**src/rtl/axil_cmd_master.sv**
```systemverilog
// AXI4-Lite master: runs one register read or write per command and returns the result on a response port.
// Define AXIL_CMD_MASTER_TIMEOUT_EN to compile in the bus timeout (TIMEOUT_CYC cycles from accept to aborted response).
module axil_cmd_master #(
    parameter int ADDR_W      = 32,
    parameter int DATA_W      = 32,
    parameter int TIMEOUT_CYC = 1024
) (
    input  logic                clk,
    input  logic                rst,
    input  logic                cmd_valid,
    output logic                cmd_ready,
    input  logic                cmd_write,
    input  logic [ADDR_W-1:0]   cmd_addr,
    input  logic [DATA_W-1:0]   cmd_wdata,
    input  logic [DATA_W/8-1:0] cmd_wstrb,
    output logic                rsp_valid,
    input  logic                rsp_ready,
    output logic [DATA_W-1:0]   rsp_rdata,
    output logic [1:0]          rsp_resp,
    output logic                rsp_timeout,
    output logic                busy,
    output logic [ADDR_W-1:0]   m_awaddr,
    output logic [2:0]          m_awprot,
    output logic                m_awvalid,
    input  logic                m_awready,
    output logic [DATA_W-1:0]   m_wdata,
    output logic [DATA_W/8-1:0] m_wstrb,
    output logic                m_wvalid,
    input  logic                m_wready,
    input  logic [1:0]          m_bresp,
    input  logic                m_bvalid,
    output logic                m_bready,
    output logic [ADDR_W-1:0]   m_araddr,
    output logic [2:0]          m_arprot,
    output logic                m_arvalid,
    input  logic                m_arready,
    input  logic [DATA_W-1:0]   m_rdata,
    input  logic [1:0]          m_rresp,
    input  logic                m_rvalid,
    output logic                m_rready
);

    if (DATA_W != 32 && DATA_W != 64) begin : g_bad_data_w
        $error("axil_cmd_master: DATA_W must be 32 or 64");
    end
    if (TIMEOUT_CYC < 2) begin : g_bad_timeout
        $error("axil_cmd_master: TIMEOUT_CYC must be at least 2");
    end

    // Every channel (cmd, rsp, AW, W, B, AR, R): a transfer happens on the rising edge where
    // VALID && READY; once VALID is raised it stays high, payload unchanged, until that edge.
    typedef enum logic [2:0] {
        IDLE    = 3'd0,
        WR_REQ  = 3'd1,
        WR_RESP = 3'd2,
        RD_REQ  = 3'd3,
        RD_DATA = 3'd4,
        RESP    = 3'd5
    } state_t;

    state_t              state, state_d;
    logic                aw_pend, aw_pend_d;
    logic                w_pend, w_pend_d;
    logic                cmd_ready_q;
    logic                accept, cap_b, cap_r, tmo_fire, tmo_hit;
    logic [ADDR_W-1:0]   addr_q;
    logic [DATA_W-1:0]   wdata_q;
    logic [DATA_W/8-1:0] wstrb_q;
    logic [DATA_W-1:0]   rdata_q;
    logic [1:0]          resp_q;

    always_ff @(posedge clk or posedge rst) begin
        if (rst) begin
            state       <= IDLE;
            aw_pend     <= 1'b0;
            w_pend      <= 1'b0;
            cmd_ready_q <= 1'b0;
        end else begin
            state       <= state_d;
            aw_pend     <= aw_pend_d;
            w_pend      <= w_pend_d;
            cmd_ready_q <= (state_d == IDLE);
        end
    end

    // A handshake arriving in the timeout cycle wins over the abort.
    always_comb begin
        state_d   = state;
        aw_pend_d = aw_pend;
        w_pend_d  = w_pend;
        accept    = 1'b0;
        cap_b     = 1'b0;
        cap_r     = 1'b0;
        tmo_fire  = 1'b0;
        case (state)
            IDLE: begin
                if (cmd_valid && cmd_ready_q) begin
                    accept    = 1'b1;
                    aw_pend_d = cmd_write;
                    w_pend_d  = cmd_write;
                    state_d   = cmd_write ? WR_REQ : RD_REQ;
                end
            end
            WR_REQ: begin
                aw_pend_d = aw_pend && !m_awready;
                w_pend_d  = w_pend && !m_wready;
                if (!aw_pend_d && !w_pend_d) begin
                    state_d = WR_RESP;
                end else if (tmo_hit) begin
                    tmo_fire  = 1'b1;
                    aw_pend_d = 1'b0;
                    w_pend_d  = 1'b0;
                    state_d   = RESP;
                end
            end
            WR_RESP: begin
                if (m_bvalid) begin
                    cap_b   = 1'b1;
                    state_d = RESP;
                end else if (tmo_hit) begin
                    tmo_fire = 1'b1;
                    state_d  = RESP;
                end
            end
            RD_REQ: begin
                if (m_arready) begin
                    state_d = RD_DATA;
                end else if (tmo_hit) begin
                    tmo_fire = 1'b1;
                    state_d  = RESP;
                end
            end
            RD_DATA: begin
                if (m_rvalid) begin
                    cap_r   = 1'b1;
                    state_d = RESP;
                end else if (tmo_hit) begin
                    tmo_fire = 1'b1;
                    state_d  = RESP;
                end
            end
            RESP: begin
                if (rsp_ready) begin
                    state_d = IDLE;
                end
            end
            default: state_d = IDLE;
        endcase
    end

    always_ff @(posedge clk or posedge rst) begin
        if (rst) begin
            addr_q  <= '0;
            wdata_q <= '0;
            wstrb_q <= '0;
            rdata_q <= '0;
            resp_q  <= 2'b00;
        end else if (accept) begin
            addr_q  <= cmd_addr;
            wdata_q <= cmd_wdata;
            wstrb_q <= cmd_wstrb;
            rdata_q <= '0;
            resp_q  <= 2'b00;
        end else if (cap_b) begin
            resp_q  <= m_bresp;
        end else if (cap_r) begin
            rdata_q <= m_rdata;
            resp_q  <= m_rresp;
        end else if (tmo_fire) begin
            rdata_q <= '0;
            resp_q  <= 2'b10;
        end
    end

`ifdef AXIL_CMD_MASTER_TIMEOUT_EN
    localparam int CNT_W = $clog2(TIMEOUT_CYC);

    logic [CNT_W-1:0] tmo_cnt;
    logic             timeout_q;

    // The abort edge takes the count to TIMEOUT_CYC-1, so rsp_valid rises TIMEOUT_CYC cycles after accept.
    always_ff @(posedge clk or posedge rst) begin
        if (rst) begin
            tmo_cnt   <= '0;
            timeout_q <= 1'b0;
        end else begin
            if (accept) begin
                tmo_cnt <= '0;
            end else if (state inside {WR_REQ, WR_RESP, RD_REQ, RD_DATA}) begin
                tmo_cnt <= tmo_cnt + CNT_W'(1);
            end
            if (accept) begin
                timeout_q <= 1'b0;
            end else if (tmo_fire) begin
                timeout_q <= 1'b1;
            end
        end
    end

    assign tmo_hit     = (tmo_cnt == CNT_W'(TIMEOUT_CYC - 2));
    assign rsp_timeout = timeout_q;
`else
    assign tmo_hit     = 1'b0;
    assign rsp_timeout = 1'b0;
`endif

    assign cmd_ready = cmd_ready_q;
    assign busy      = (state != IDLE);
    assign rsp_valid = (state == RESP);
    assign rsp_rdata = rdata_q;
    assign rsp_resp  = resp_q;

    assign m_awaddr  = addr_q;
    assign m_awprot  = 3'b000;
    assign m_awvalid = (state == WR_REQ) && aw_pend;
    assign m_wdata   = wdata_q;
    assign m_wstrb   = wstrb_q;
    assign m_wvalid  = (state == WR_REQ) && w_pend;
    assign m_bready  = (state == WR_RESP);
    assign m_araddr  = addr_q;
    assign m_arprot  = 3'b000;
    assign m_arvalid = (state == RD_REQ);
    assign m_rready  = (state == RD_DATA);

endmodule

```
**config.mk**
```make
export PLATFORM = sky130hd
export DESIGN_NAME = axil_cmd_master
export DESIGN_NICKNAME = d
export VERILOG_FILES = /design/src/rtl/axil_cmd_master.sv
export SDC_FILE = /design/constraint.sdc
export NUM_CORES = 1
export LEC_CHECK = 0
export ABC_AREA = 1
export ABC_CLOCK_PERIOD_IN_PS = 3950
export BUFFER_PORTS_ARGS = -buffer_cell sky130_fd_sc_hd__buf_4
export CAP_MARGIN = 20
export CORE_UTILIZATION = 35
export CTS_BUF_LIST = sky130_fd_sc_hd__clkbuf_8
export DETAILED_ROUTE_END_ITERATION = 7
export HOLD_SLACK_MARGIN = 0.1
export PLACE_DENSITY = 0.66
export SYNTH_ARGS = -nofsm -noshare
export SYNTH_HDL_FRONTEND = slang
export SYNTH_SLANG_ARGS = --single-unit
```
**constraint.sdc**
```tcl
create_clock -name clk -period 3.95 [get_ports clk]
set_input_delay 0.1975 -clock clk [delete_from_list [all_inputs] [get_ports clk]]
set_output_delay 0.1975 -clock clk [all_outputs]
set_load 0.01 [all_outputs]
```
==> out/metrics.cfg, run 1 <==
[drt]
drc_errors = 0
wl_um = 14290
wire_per_inst_um = 13.70
vias = 4781
drt_iter0_drc = 171
viasPerCell = 4.584
dr.pass1.iters = 4
antenna_left = 0

[setup_path]
rr_worst_depth = 8
worstReg2RegEnd = cmd_ready
r2r_start = state[1]
crit_end = m_rready
worstSetupStartpointType = register
crit_family = buffers and inverters
cp_cell_sequence = nor2_4, nand2_1, inv_1, buf_4
r2r_slack_ns = 1.97
required_ns = 3.75
crit_buf_inv = 2
path_class = reg -> out
cp-end-kind = output port
crit_slowest_cell = inv_1
critPathMaxFanout = 33
worstPathArrival_ns = 2.11
slowest_delay_ns = 0.72
path_depth = 4
startpoint = state[1]

[clock_tree]
hold_buffers = 101
cts_sinks = 108
cts_made_buffers = 9
clk_latency_ns = 0.37
cts.root.buffer_cell = clkbuf_8
tritoncts = yes
postCtsSetupRepairBufs = 0
htree_levels = 3
clkTransAtPathRegs_ns = 0.10
clockBufferDepth = 2
cts-resized-gates = 0

[placement]
place_ws_ns = 1.940
place.gp.congestion = 0.8292
dpl.hpwl_um = 8898
placedCellCount = 925
port_buffers = 255

[layout]
regArea_um2 = 2703
drive_above_1_share_pct = 32.41
multiInputGateArea_um2 = 1498
finalNonFillerCells = 1043
areaGrowthSynthToFinish_pct = 61.37
mostFrequentLayoutCell = buf_4
antenna_cells = 0
fin_nets = 976
fill_cells = 1161
final_cell_mix = buf_4, nand2_1, dfrtp_1
final_util_pct = 58.01

[timing]
hold_violations = 0
finalSetupTns_ns = 0
worst_slew_pin_slew_ns = 1.006
period_share_pct = 58.32
slew_headroom_pct = 32.96
timing.final.ws_setup_ns = 1.646
hold-worst-slack_ns = 0.1292
report.final.setup_viol = 0
clock_skew_ns = 0.009099
maxSlewViolCount = 0
fin_crit_ns = 2.304
rsz0062_at_grt = false
fmax_mhz = 434.1

[logic_synthesis]
synth_cell_types = 21
synth_area_leader_cell = dfrtp_1
synth_area_leaders = dfrtp_1, nand2_1, nand3_1
yosysWarnings = 0
syn_inst = 552
yosysSeqAreaShare_pct = 56.77
ys_ff_latch = 108
syn_area_per_cell_um2 = 8.625
syn_area_um2 = 4761
synth_top_area_share_pct = 56.77

[global_routing]
grt_max_degree = 104
grt_pass1_vias = 4804
grt_pass1_wl_um = 23380
grt-ovfl-total = 0
track_usage_pct = 20.69
antenna_found_initial = 0

[die]
die_w_um = 118.6
io_pins = 263
die_y_um = 118.6
rows = 42
core_area_um2 = 13240
dieArea_um2 = 14070
start_util_pct = 35.95

[worst_hold_path]
hp-class = in -> reg
min_from = m_rresp[0]

[status]
status = completed

[run]
cap_violations = 0

[power_and_ir_drop]
ir_worst_vdd_uv = 368.9
power.density_nw_per_um2 = 657.8
p_leak_nw = 4.311

==> metal layers <==
layer	up-vias	share of wire (%)	global-route usage, %
met5	-	0	0
met4	0	3.1	10.05
met3	37	7.8	4.537
met2	233	49	34.87
met1	2217	40	24.98
li1	2294	-	-
==> flip-flops by register name, indices dropped and copies added, names as in the netlist, 2 cells and up <==
name       flops
m_wdata       32
state          3
rsp_rdata     32
m_araddr      32
m_wstrb        4
rsp_resp       2
==> logic make-up (layout without fill, tap and decap cells) <==
| kind of cell | after synthesis | in the layout | synth area share, % |
|---|---|---|---|
| DFF | 108 | 108 | 56.77 |
| other | 1 | 7 | 0.07877 |
| AOI/OAI and AO/OA | 7 | 7 | 0.8408 |
| and+or+nand+nor | 348 | 348 | 30.07 |
| buffers and inverters | 88 | 397 | 12.25 |
==> synthesized netlist by cell type (all sizes together) <==
cell type,count
nand2,257
dfrtp,108
nand3,74
buf,63
inv,21
nor2,15
clkbuf,4
o21ai,4
nand4,2
o211ai,2
a21oi,1
conb,1
==> worst min-delay path, stage by stage <==
cell and delay (ns):
buf_4 0.08, o21ai_0 0.07, o21ai_1 0.12
==> power by group <==
part	switching (mW)	leakage [nW]	internal (mW)
registers	0.320	1.38	1.55
clock network	0.358	0.114	0.343
logic	1.32	2.81	1.17
total	2.00	4.31	3.06
==> metrics by stage <==
step           total power, mW  instance area, um^2
2_1_floorplan            3.328                 4783
3_3_place_gp             4.193                 6439
3_5_place_dp             4.259                 6439
4_1_cts                  5.062                 7662
5_1_grt                  5.433                 7682
6_report                 5.054                 7682
==> layout make-up <==
| class | instances | share of cell area, % |
|---|---|---|
| clock buffer | 12 | 2.150 |
| clock inverter | 4 | 0.6189 |
| sequential | 108 | 35.18 |
| inverter | 21 | 1.059 |
| tap | 176 | 2.866 |
| multi-input combinational | 362 | 19.50 |
| timing repair buffer | 360 | 38.63 |
==> worst min-delay path by stage <==
stage | end | depth (start not counted)
after floorplan | m_araddr[0] | 2
after global placement | m_araddr[23] | 2
after detailed placement | m_araddr[16] | 2
after CTS | rsp_resp[0] | 3
after global routing | rsp_resp[0] | 3
final | rsp_resp[0] | 3
No activity file was read; power rests on OpenSTA's default activity.
==> run 2: changes to the inputs <==
Settings changed: ABC_CLOCK_PERIOD_IN_PS 3950 to 1900, PLACE_DENSITY 0.66 to 0.68.
Clock period 3.95 ns to 1.9 ns, I/O delays scaled along.
==> run 2 against run 1 <==
Effect of this change: setup slack worse by 1.5 ns; die area stayed put; sequential share of layout area down 0.83 points; critical endpoint unchanged; highest routed layer unchanged.
==> out/metrics.cfg, run 2 (synthesis gave the netlist of run 1 again) <==
[status]
status = completed  ; unchanged

[worst_hold_path]
holdPathEnd = rsp_rdata[12]  ; was rsp_resp[0]
min_from = m_rvalid  ; was m_rresp[0]
hp-class = in -> reg  ; unchanged
hold_depth = 3  ; unchanged

[timing]
hold_violations = 0  ; unchanged
maxSlewViolCount = 0  ; unchanged
period_share_pct = 94.03
finalSetupTns_ns = 0  ; unchanged
clock_skew_ns = 0.008117  ; was 0.009099 ns
report.final.setup_viol = 0  ; unchanged
hold-worst-slack_ns = 0.1578  ; was 0.1292 ns
slew_headroom_pct = 63.13  ; was 32.96%
timing.final.ws_setup_ns = 0.1134  ; was 1.646 ns
fmax_mhz = 559.7
fin_crit_ns = 1.787
rsz0062_at_grt = false  ; unchanged
worst_slew_pin_slew_ns = 0.5531  ; was 1.006 ns

[placement]
placedCellCount = 931  ; was 925
placed_cell_area_um2 = 6548  ; was 6439 um^2
place.gp.congestion = 0.8242  ; was 0.8292
place_ws_ns = 0.3964  ; was 1.940 ns
dpl.hpwl_um = 9407  ; was 8898 um
port_buffers = 255  ; unchanged

[setup_path]
startpoint = state[1]  ; unchanged
worstPathArrival_ns = 1.69  ; was 2.11 ns
cpMostUsedCell = buf_4
cp_cell_sequence = nor2_4, nand2_1, inv_1, buf_4, buf_4  ; was nor2_4, nand2_1, inv_1, buf_4
crit_family = buffers and inverters  ; unchanged
worstSetupStartpointType = register  ; unchanged
r2r_start = state[2]  ; was state[1]
worstReg2RegEnd = rsp_resp[0]  ; was cmd_ready
slowest_delay_ns = 0.47  ; was 0.72 ns
required_ns = 1.80  ; was 3.75 ns
rr_worst_depth = 7  ; was 8
cp-end-kind = output port  ; unchanged
crit_buf_inv = 3  ; was 2
r2r_slack_ns = 0.12  ; was 1.97 ns
path_class = reg -> out  ; unchanged
crit_slowest_cell = dfrtp_1  ; was inv_1
critPathMaxFanout = 33  ; unchanged

[layout]
drive_above_1_share_pct = 32.58  ; was 32.41%
areaGrowthSynthToFinish_pct = 65.28  ; was 61.37%
finalInstanceArea_um2 = 7869  ; was 7682 um^2
antenna_cells = 0  ; unchanged
final_cell_mix = buf_4, nand2_1, dlygate4sd3_1  ; was buf_4, nand2_1, dfrtp_1
fill_cells = 1122  ; was 1161
mostFrequentLayoutCell = buf_4  ; unchanged
finalNonFillerCells = 1057  ; was 1043
fin_nets = 990  ; was 976

[die]
die_w_um = 118.6  ; unchanged
die_y_um = 118.6  ; unchanged
rows = 42  ; unchanged
io_pins = 263  ; unchanged
start_util_pct = 35.95  ; unchanged
dieArea_um2 = 14070  ; unchanged
core_area_um2 = 13240  ; unchanged

[drt]
drt_iter0_drc = 214  ; was 171
viasPerCell = 4.558  ; was 4.584
drc_errors = 0  ; unchanged
vias = 4818  ; was 4781
antenna_left = 0  ; unchanged
wl_um = 14670  ; was 14290 um
dr.pass1.iters = 4  ; unchanged
wire_per_inst_um = 13.88  ; was 13.70 um

[clock_tree]
cts_made_buffers = 9  ; unchanged
postCtsSetupRepairBufs = 0  ; unchanged
cts.root.buffer_cell = clkbuf_8  ; unchanged
htree_levels = 3  ; unchanged
cts_sinks = 108  ; unchanged
clk_latency_ns = 0.36  ; was 0.37 ns
clkTransAtPathRegs_ns = 0.10  ; about the same
tritoncts = yes  ; unchanged
clockBufferDepth = 2  ; unchanged

[global_routing]
track_usage_pct = 21.15  ; was 20.69%
antenna_found_initial = 0  ; unchanged
grt-ovfl-total = 0  ; unchanged
grt_pass1_vias = 4800  ; was 4804
grt_max_degree = 56  ; was 104
grt_pass1_wl_um = 23760  ; was 23380 um

[power_and_ir_drop]
power.density_nw_per_um2 = 1359  ; was 657.8 nW/um^2
p_leak_nw = 4.391  ; was 4.311 nW
ir_worst_vdd_uv = 538.1  ; was 368.9 uV

[run]
cap_violations = 0  ; unchanged

==> run 2: cell count changes in the layout (fill, tap and decap cells not counted), moves of 2 or more <==
cell | previous run | this run
buf_12 | 1 | 5
clkinvlp_4 | 0 | 2
dlygate4sd3_1 | 101 | 110
clkbuf_8 | 12 | 10
==> run 2: per-stage QoR <==
step                      utilization (%)  power, mW
after floorplan                         -      6.919
after global placement              49.44      8.859
after detailed placement            49.44      8.999
after CTS                           59.40      10.73
after global routing                59.42      11.47
final                               59.42      10.69
==> run 2: metal layers <==
layer  wire [um]  up-vias  GRT usage, %
li1            -     2313             -
met1        5647     2261         24.44
met2        7592      223         37.50
met3        1132       21         5.405
met4         301        0         7.753
met5           0        -             0
==> run 2: timing repair <==
action / CTS / global route
hold buffers: 110 / 0
setup endpoints to repair: 0 / 1
gates resized for setup: 0 / 2
endpoints found under the hold margin: 185 / 0
==> run 2: cell type report <==
class                   instances  area, um^2  share of cell area, %
multi-input cells             362        1500                  19.07
well taps                     176       220.2                  2.799
inverters                      21       82.58                  1.049
flip-flops and latches        108        2703                  34.35
clock buffers                  10       137.6                  1.749
repair buffers                374        3146                  39.97
clock inverters                 6       80.08                  1.018
==> run 2: worst max-delay path by stage <==
stage / to / slack [ns] / cells after the start
after floorplan: aw_pend / 0.50 / 1
after global placement: rsp_resp[0] / 0.45 / 6
after global routing: m_rready / 0.009 / 5
after detailed placement: rsp_rdata[6] / 0.40 / 6
final: m_rready / 0.11 / 5
after CTS: rsp_resp[0] / 0.05 / 7
==> run 2: worst register-to-register path, delay by kind of cell, from the launching register on <==
kind	cells	cell delay [ns]
buffers and inverters	2	0.72
AND/OR/NAND/NOR	3	0.38
AO/OA/AOI/OAI	2	0.13
flip-flops	1	0.45
==> run 2: power breakdown <==
group | internal [mW] | switching [mW]
clock network | 0.768 | 0.757
registers | 3.22 | 0.665
logic | 2.51 | 2.77
==> run 3: changes to the inputs <==
Settings changed: ABC_CLOCK_PERIOD_IN_PS 1900 to 2000, PLACE_DENSITY 0.68 to 0.66, REMOVE_ABC_BUFFERS set to 1.
Clock period 1.9 ns to 2 ns, I/O delays scaled along.
==> run 3 against run 2 <==
Effect of this change: first-iteration DRC count increased by 12%; critical path type is now reg -> reg; clock power decreased by 12%; register-to-register slack improved by 0.04 ns; non-clock buffer count decreased by 3; wire length decreased by 2.2%; sequential power decreased by 5%.
==> out/metrics.cfg, run 3 (synthesis gave the netlist of run 1 again) <==
[status]
status = completed  ; unchanged

[worst_hold_path]
holdPathEnd = rsp_rdata[18]  ; was rsp_rdata[12]
min_from = m_rvalid  ; unchanged
hp-class = in -> reg  ; unchanged
hold_depth = 3  ; unchanged

[die]
rows = 42  ; unchanged
start_util_pct = 35.95  ; unchanged
die_y_um = 118.6  ; unchanged
io_pins = 263  ; unchanged
core_area_um2 = 13240  ; unchanged
dieArea_um2 = 14070  ; unchanged
die_w_um = 118.6  ; unchanged

[power_and_ir_drop]
p_leak_nw = 4.350  ; was 4.391 nW
total_power_mw = 10.06  ; was 10.69 mW
power.density_nw_per_um2 = 1289  ; was 1359 nW/um^2
ir_worst_vdd_uv = 594.2  ; was 538.1 uV

[layout]
drive_above_1_share_pct = 32.46  ; was 32.58%
fin_nets = 987  ; was 990
final_cell_mix = buf_4, nand2_1, dlygate4sd3_1  ; unchanged
mostFrequentLayoutCell = buf_4  ; unchanged
antenna_cells = 0  ; unchanged
areaGrowthSynthToFinish_pct = 63.94  ; was 65.28%
final_util_pct = 58.94  ; was 59.42%

[setup_path]
slowest_delay_ns = 0.57  ; was 0.47 ns
critPathMaxFanout = 6  ; was 33
worstPathArrival_ns = 2.11  ; was 1.69 ns
crit_slowest_cell = dlygate4sd3_1  ; was dfrtp_1
path_class = reg -> reg  ; was reg -> out
crit_family = buffers and inverters  ; unchanged
cp-end-kind = register  ; was output port
worstReg2RegEnd = rsp_resp[0]  ; unchanged
crit_buf_inv = 2  ; was 3
cp_cell_sequence = inv_1, nand3_1, nor2_2, nand2_1, o21ai_0, dlygate4sd3_1, o21ai_1  ; was nor2_4, nand2_1, inv_1, buf_4, buf_4
worstSetupStartpointType = register  ; unchanged
r2r_start = state[0]  ; was state[2]
r2r_slack_ns = 0.16  ; was 0.12 ns
required_ns = 2.27  ; was 1.80 ns
rr_worst_depth = 7  ; unchanged

[drt]
viasPerCell = 4.476  ; was 4.558
dr.pass1.iters = 5  ; was 4
vias = 4718  ; was 4818
antenna_left = 0  ; unchanged
drt_iter0_drc = 240  ; was 214
wl_um = 14360  ; was 14670 um
wire_per_inst_um = 13.62  ; was 13.88 um
drc_errors = 0  ; unchanged

[timing]
hold_violations = 0  ; unchanged
period_share_pct = 91.85
worst_slew_pin_slew_ns = 0.5719  ; was 0.5531 ns
clock_skew_ns = 0.01153  ; was 0.008117 ns
report.final.setup_viol = 0  ; unchanged
rsz0062_at_grt = false  ; unchanged
fmax_mhz = 544.3
slew_headroom_pct = 61.87  ; was 63.13%
hold-worst-slack_ns = 0.1454  ; was 0.1578 ns
finalSetupTns_ns = 0  ; unchanged
maxSlewViolCount = 0  ; unchanged
fin_crit_ns = 1.837

[global_routing]
grt-ovfl-total = 0  ; unchanged
grt_max_degree = 109  ; was 56
grt_pass1_vias = 4780  ; was 4800
track_usage_pct = 20.57  ; was 21.15%
antenna_found_initial = 0  ; unchanged
grt_pass1_wl_um = 23250  ; was 23760 um

[clock_tree]
postCtsSetupRepairBufs = 0  ; unchanged
cts_made_buffers = 9  ; unchanged
clk_latency_ns = 0.38  ; was 0.36 ns
tritoncts = yes  ; unchanged
htree_levels = 3  ; unchanged
cts.root.buffer_cell = clkbuf_8  ; unchanged
clkTransAtPathRegs_ns = 0.10  ; about the same
cts_sinks = 108  ; unchanged
clockBufferDepth = 2  ; unchanged

[placement]
dpl.hpwl_um = 8917  ; was 9407 um
port_buffers = 255  ; unchanged
place.gp.congestion = 0.7859  ; was 0.8242

[run]
cap_violations = 0  ; unchanged

run 3: cell types whose count changed in the layout (fill, tap and decap cells not counted):
cell	change
buf_4	-1
buf_12	-2
inv_1	-1
clkinv_2	-1
inv_4	+1
clkinvlp_4	+1
clkinv_4	+1
bufinv_16	-1
run 3: worst register-to-register path, delay by kind of cell (launching register included):
kind	cells	cell delay (ns)
DFF	1	0.48
buffers and inverters	2	0.70
AOI/OAI and AO/OA	2	0.13
and+or+nand+nor	3	0.43
run 3: repair_timing:
action / CTS / global route
hold buffers: 110 / 0
endpoints found under the hold margin: 215 / 0
setup endpoints to repair: 0 / 2
gates resized for setup: 0 / 2
run 3: layout make-up:
type                            count  area (um^2)
Fill cell                        1089         5438
Timing Repair Buffer              371         3098
Sequential cell                   108         2703
Multi-Input combinational cell    362         1500
Tap cell                          176        220.2
Clock buffer                       10        137.6
Inverter                           21        81.33
Clock inverter                      6        65.06
run 3: stage by stage:
stage	cell area (um^2)	worst slack, ns	instances
2_1_floorplan	4279	-0.9456	491
3_3_place_gp	6499	0.5202	928
3_5_place_dp	6499	0.4215	928
4_1_cts	7802	0.06031	1054
5_1_grt	7805	0.05407	1054
6_report	7805	0.1629	1054
run 3: where the power goes:
group          internal, mW  switching (mW)
clock network         0.611           0.741
registers              3.06           0.647
logic                  2.36            2.64
total                  6.03            4.03
run 3: layer usage:
layer	GRT usage, %	wire length (um)
met1	25.55	5910
met2	35.05	7224
met3	4.633	967
met4	7.120	255
met5	0	0
run 3: worst max path at each step:
stage,from,end,slack (ns),cells past startpoint
6_report,state[0],rsp_resp[0],0.16,7
5_1_grt,state[2],rsp_resp[0],0.05,7
4_1_cts,state[2],rsp_resp[1],0.06,7
3_5_place_dp,state[1],aw_pend,0.42,6
3_3_place_gp,state[1],aw_pend,0.52,6
2_1_floorplan,rst,aw_pend,-0.95,1
